File: src/rtl/tmds_channel_encoder.sv
// One DVI/HDMI TMDS channel: 8b/10b DC-balanced encoder, two-stage pipeline.
// Define TMDS_OUT_REG_EN to add an output register (latency 3 instead of 2).
module tmds_channel_encoder #(
    parameter logic [1:0] RST_CD = 2'b00
) (
    input  logic       pixclk,
    input  logic       rst_n,
    input  logic       vde,
    input  logic [1:0] cd,
    input  logic [7:0] din,
    output logic [9:0] tmds_o
);

    function automatic logic [9:0] ctrl_sym(input logic [1:0] c);
        logic [9:0] s;
        case (c)
            2'b00:   s = 10'b1101010100;
            2'b01:   s = 10'b0010101011;
            2'b10:   s = 10'b0101010100;
            default: s = 10'b1010101011;
        endcase
        return s;
    endfunction

    function automatic logic [3:0] ones8(input logic [7:0] v);
        logic [3:0] s;
        s = '0;
        for (int unsigned i = 0; i < 8; i++) begin
            s = s + {3'b000, v[i]};
        end
        return s;
    endfunction

    logic              vde_q;
    logic [1:0]        cd_q;
    logic [7:0]        din_q;
    logic [3:0]        n1_q;
    logic [9:0]        tmds_q;
    logic [9:0]        tmds_d;
    logic signed [4:0] cnt_q;
    logic signed [4:0] cnt_d;
    logic [8:0]        qm;
    logic [3:0]        n1_qm;
    logic signed [4:0] diff;

    always_ff @(posedge pixclk) begin
        if (!rst_n) begin
            vde_q <= 1'b0;
            cd_q  <= RST_CD;
            din_q <= '0;
            n1_q  <= '0;
        end else begin
            vde_q <= vde;
            cd_q  <= cd;
            din_q <= din;
            n1_q  <= ones8(din);
        end
    end

    always_comb begin
        logic       use_xnor;
        logic [8:0] acc;
        use_xnor = (n1_q > 4'd4) || ((n1_q == 4'd4) && !din_q[0]);
        acc      = '0;
        acc[0]   = din_q[0];
        for (int unsigned i = 1; i < 8; i++) begin
            acc[i] = use_xnor ? ~(acc[i-1] ^ din_q[i]) : (acc[i-1] ^ din_q[i]);
        end
        acc[8] = ~use_xnor;
        qm     = acc;
    end

    // N1-N0 of q_m[7:0] is 2*N1-8; the 5-bit wrap of 2*8 still yields +8.
    assign n1_qm = ones8(qm[7:0]);
    assign diff  = $signed({n1_qm, 1'b0}) - 5'sd8;

    always_comb begin
        tmds_d = ctrl_sym(cd_q);
        cnt_d  = '0;
        if (vde_q) begin
            if ((cnt_q == 5'sd0) || (diff == 5'sd0)) begin
                tmds_d = {~qm[8], qm[8], qm[8] ? qm[7:0] : ~qm[7:0]};
                cnt_d  = qm[8] ? (cnt_q + diff) : (cnt_q - diff);
            end else if (((cnt_q > 5'sd0) && (diff > 5'sd0)) ||
                         ((cnt_q < 5'sd0) && (diff < 5'sd0))) begin
                tmds_d = {1'b1, qm[8], ~qm[7:0]};
                cnt_d  = cnt_q + (qm[8] ? 5'sd2 : 5'sd0) - diff;
            end else begin
                tmds_d = {1'b0, qm[8], qm[7:0]};
                cnt_d  = cnt_q + diff - (qm[8] ? 5'sd0 : 5'sd2);
            end
        end
    end

    always_ff @(posedge pixclk) begin
        if (!rst_n) begin
            tmds_q <= ctrl_sym(RST_CD);
            cnt_q  <= '0;
        end else begin
            tmds_q <= tmds_d;
            cnt_q  <= cnt_d;
        end
    end

`ifdef TMDS_OUT_REG_EN
    logic [9:0] out_q;

    always_ff @(posedge pixclk) begin
        if (!rst_n) begin
            out_q <= ctrl_sym(RST_CD);
        end else begin
            out_q <= tmds_q;
        end
    end

    assign tmds_o = out_q;
`else
    assign tmds_o = tmds_q;
`endif

endmodule

File: config.mk
export PLATFORM = sky130hd
export DESIGN_NAME = tmds_channel_encoder
export DESIGN_NICKNAME = d
export VERILOG_FILES = /design/src/rtl/tmds_channel_encoder.sv
export SDC_FILE = /design/constraint.sdc
export NUM_CORES = 1
export LEC_CHECK = 0
export CORE_MARGIN = 3
export CORE_UTILIZATION = 56
export CTS_CLUSTER_DIAMETER = 50
export DETAILED_ROUTE_END_ITERATION = 10
export PLACE_DENSITY_LB_ADDON = 0.08
export SLEW_MARGIN = 20
export SYNTH_ARGS = -nofsm -noshare
export SYNTH_HDL_FRONTEND = slang
export SYNTH_SLANG_ARGS = --single-unit
File: constraint.sdc
create_clock -name pixclk -period 6.8 [get_ports pixclk]
set_input_delay 1.7 -clock pixclk [delete_from_list [all_inputs] [get_ports pixclk]]
set_output_delay 1.7 -clock pixclk [all_outputs]
set_load 0.01 [all_outputs]
==> flow_metrics.tcl <==
set metrics [dict create \
    numCtsBuffers 5 \
    hpwl_um 2890 \
    critPathMaxStageDelay_ns 0.55 \
    clk_pin_slew_ns 0.06 \
    grt_pass1_wl_um 6010 \
    yosysMostFrequentCell "dfxtp_1" \
    setup_violations 0 \
    die_h_um 66.9 \
    grt_max_degree 24 \
    syn-num-nets 251 \
    via_per_inst 5.00 \
    grt_setup_unrepaired "false" \
    post_cts_buffers 0 \
    skew_ns 0.00431 \
    async_reset_ff_share_pct 0 \
    holdWs_ns 0.576 \
    fin_crit_ns 5.42 \
    timing.final.crit_share_pct 79.6 \
    clk_latency_ns 0.27 \
    worst-path-buf-inv 0 \
    cts_tree "done" \
    status "finished clean" \
    grt_overflow 0 \
    ant_nets 0 \
    drive_gt1_share_pct 7.46 \
    relSlewSlack_pct 57.4 \
    worst_pin_slew_ns 0.637 \
    dieArea_mm2 0.00448 \
    cp.required_ns 6.99 \
    dp_cells 267 \
    cts_repair_resize_count 0 \
    diodes 0 \
    htreeDepth 2 \
    vias 1369 \
    num_rows 21 \
    drtIter0Drc 82 \
    antenna_found_initial 0 \
    maxCapViolations 0 \
    slowest_stage "xnor3_2" \
    maxSlewViolCount 0 \
    cp-end-kind "flip-flop" \
    portBuffers 22 \
    netlist_area_mm2 0.00208 \
    totalWireLength_um 3520 \
    gp_congestion 0.921 \
    synth_ff_type "dfxtp_1" \
    fmax_mhz 185 \
    cts.sinks 29 \
    hold_viol 0 \
    track_usage_pct 17.8 \
    fin_area_mm2 0.00242 \
    synthTopCellsByArea "dfxtp_1, ha_1, fa_1, xnor2_1, inv_1" \
    syn_inst 202 \
    path_class "flip-flop to flip-flop" \
    yosys_warnings 0 \
    setup_tns_ns 0 \
    path_cells "xnor3_2, xor2_4, xor2_1, fa_1, fa_1, fa_1, ha_1, a21oi_1, xnor2_1, ha_1, ha_1, a21oi_4, xor2_1, and2_1, xor3_1, o21ai_1" \
    design.core.area_mm2 0.00344 \
    synth_cell_types 38 \
    final_cells 274 \
    grt_pass1_vias 1342 \
    critPathMaxFanout 9 \
    critPathArrivalTime_ns 5.60 \
    syn2layout_area_growth_pct 16.7 \
    first_pass_iters 4 \
    setup.worst_path.start_class "flip-flop" \
    nets 277 \
    avgSynthCellArea_um2 10.3 \
    synth_edf_count 0 \
    die-width_um 66.9 \
    min_path_type "flip-flop to flip-flop" \
    synth_seq_area_share_pct 28.0 \
    crit_family "adder cells" \
    start_util_pct 60.3 \
    io_pins 23 \
    clk_path_buf_depth 2 \
    ctsHoldBuffers 0 \
    synthTopCellsByCount "dfxtp_1, inv_1, ha_1" \
    clock-root-buffer "clkbuf_8" \
    ys_ff_latch 29 \
    detail_route.wl_per_cell_um 12.8 \
    synth_top_area_share_pct 28.0 \
    dpl_cell_area_mm2 0.00234 \
    yosys.area.top_type "dfxtp_1" \
    drc 0 \
]
-- worst register-to-register path, delay by kind of cell, from the launching register on --
| kind | cells | cell delay, ns |
|---|---|---|
| adders and majority gates | 6 | 2.22 |
| and+or+nand+nor | 1 | 0.25 |
| xor gates and xnor gates | 6 | 1.90 |
| DFF | 1 | 0.44 |
| AOI/OAI and AO/OA | 3 | 0.53 |
-- placed cells by master, fill, tap and decap left out, types with 3 or more instances in the layout --
| cell type | count |
|---|---|
| mux2i_1 | 4 |
| fa_1 | 12 |
| a21oi_1 | 8 |
| inv_1 | 26 |
| xor2_1 | 10 |
| o21ai_0 | 9 |
| nand2b_1 | 5 |
| clkbuf_8 | 6 |
| nand2_1 | 7 |
| clkdlybuf4s50_1 | 22 |
| dfxtp_1 | 29 |
| xnor2_1 | 16 |
| and2_1 | 15 |
| ha_1 | 24 |
| nor2_1 | 6 |
| o211ai_1 | 3 |
-- path summary, 6_finish.rpt --
path                        from                   end  slack [ns]  cells past startpoint
max          din_q[0]$_SDFF_PN0_  tmds_o[7]$_SDFF_PN0_        1.38                     16
min             vde_q$_SDFF_PN0_  tmds_o[9]$_SDFF_PN1_        0.58                      2
max reg2reg  din_q[0]$_SDFF_PN0_  tmds_o[7]$_SDFF_PN0_        1.38                     16
min reg2reg     vde_q$_SDFF_PN0_  tmds_o[9]$_SDFF_PN1_        0.58                      2
-- per-layer routing --
layer  up-vias  track usage (%)  routed length (um)
li1        695                -                   -
met1       641             22.7                1590
met2        29             29.7                1730
met3         4             4.05                 173
met4         0             5.82                  20
met5         -                0                   0
-- cell families (layout without fill, tap and decap cells) --
group / Yosys count / in the layout / synth area share, %
simple gates: 43 / 43 / 11.7
fa+ha+maj: 36 / 36 / 26.0
xor+xnor: 31 / 31 / 16.7
buf+inv: 30 / 56 / 5.84
flops: 29 / 29 / 28.0
compound gates: 28 / 28 / 9.22
mux: 5 / 5 / 2.59
-- flip-flops by register name (all words and copies together), names as in the netlist --
signal  count
cd_q        2
cnt_q       4
din_q       8
n1_q        4
tmds_o     10
vde_q       1
-- area by class of cell --
cell class	count	area, um2
Sequential cell	29	581
Timing Repair Buffer	23	228
Multi-Input combinational cell	143	1380
Tap cell	46	57.6
Clock buffer	7	86.3
Inverter	26	97.6
Fill cell	274	1020
-- through the flow --
| stage | setup slack [ns] | utilization, % |
|---|---|---|
| after detailed placement | 1.43 | 67.9 |
| after CTS | 1.37 | 70.4 |
| final | 1.38 | 70.4 |
| after floorplan | 1.87 | - |
| after global routing | 1.03 | 70.4 |
| after global placement | 1.57 | 67.9 |
Power is not shown: default switching activity piles up to over one toggle a cycle in this logic, so the estimate is an artifact.
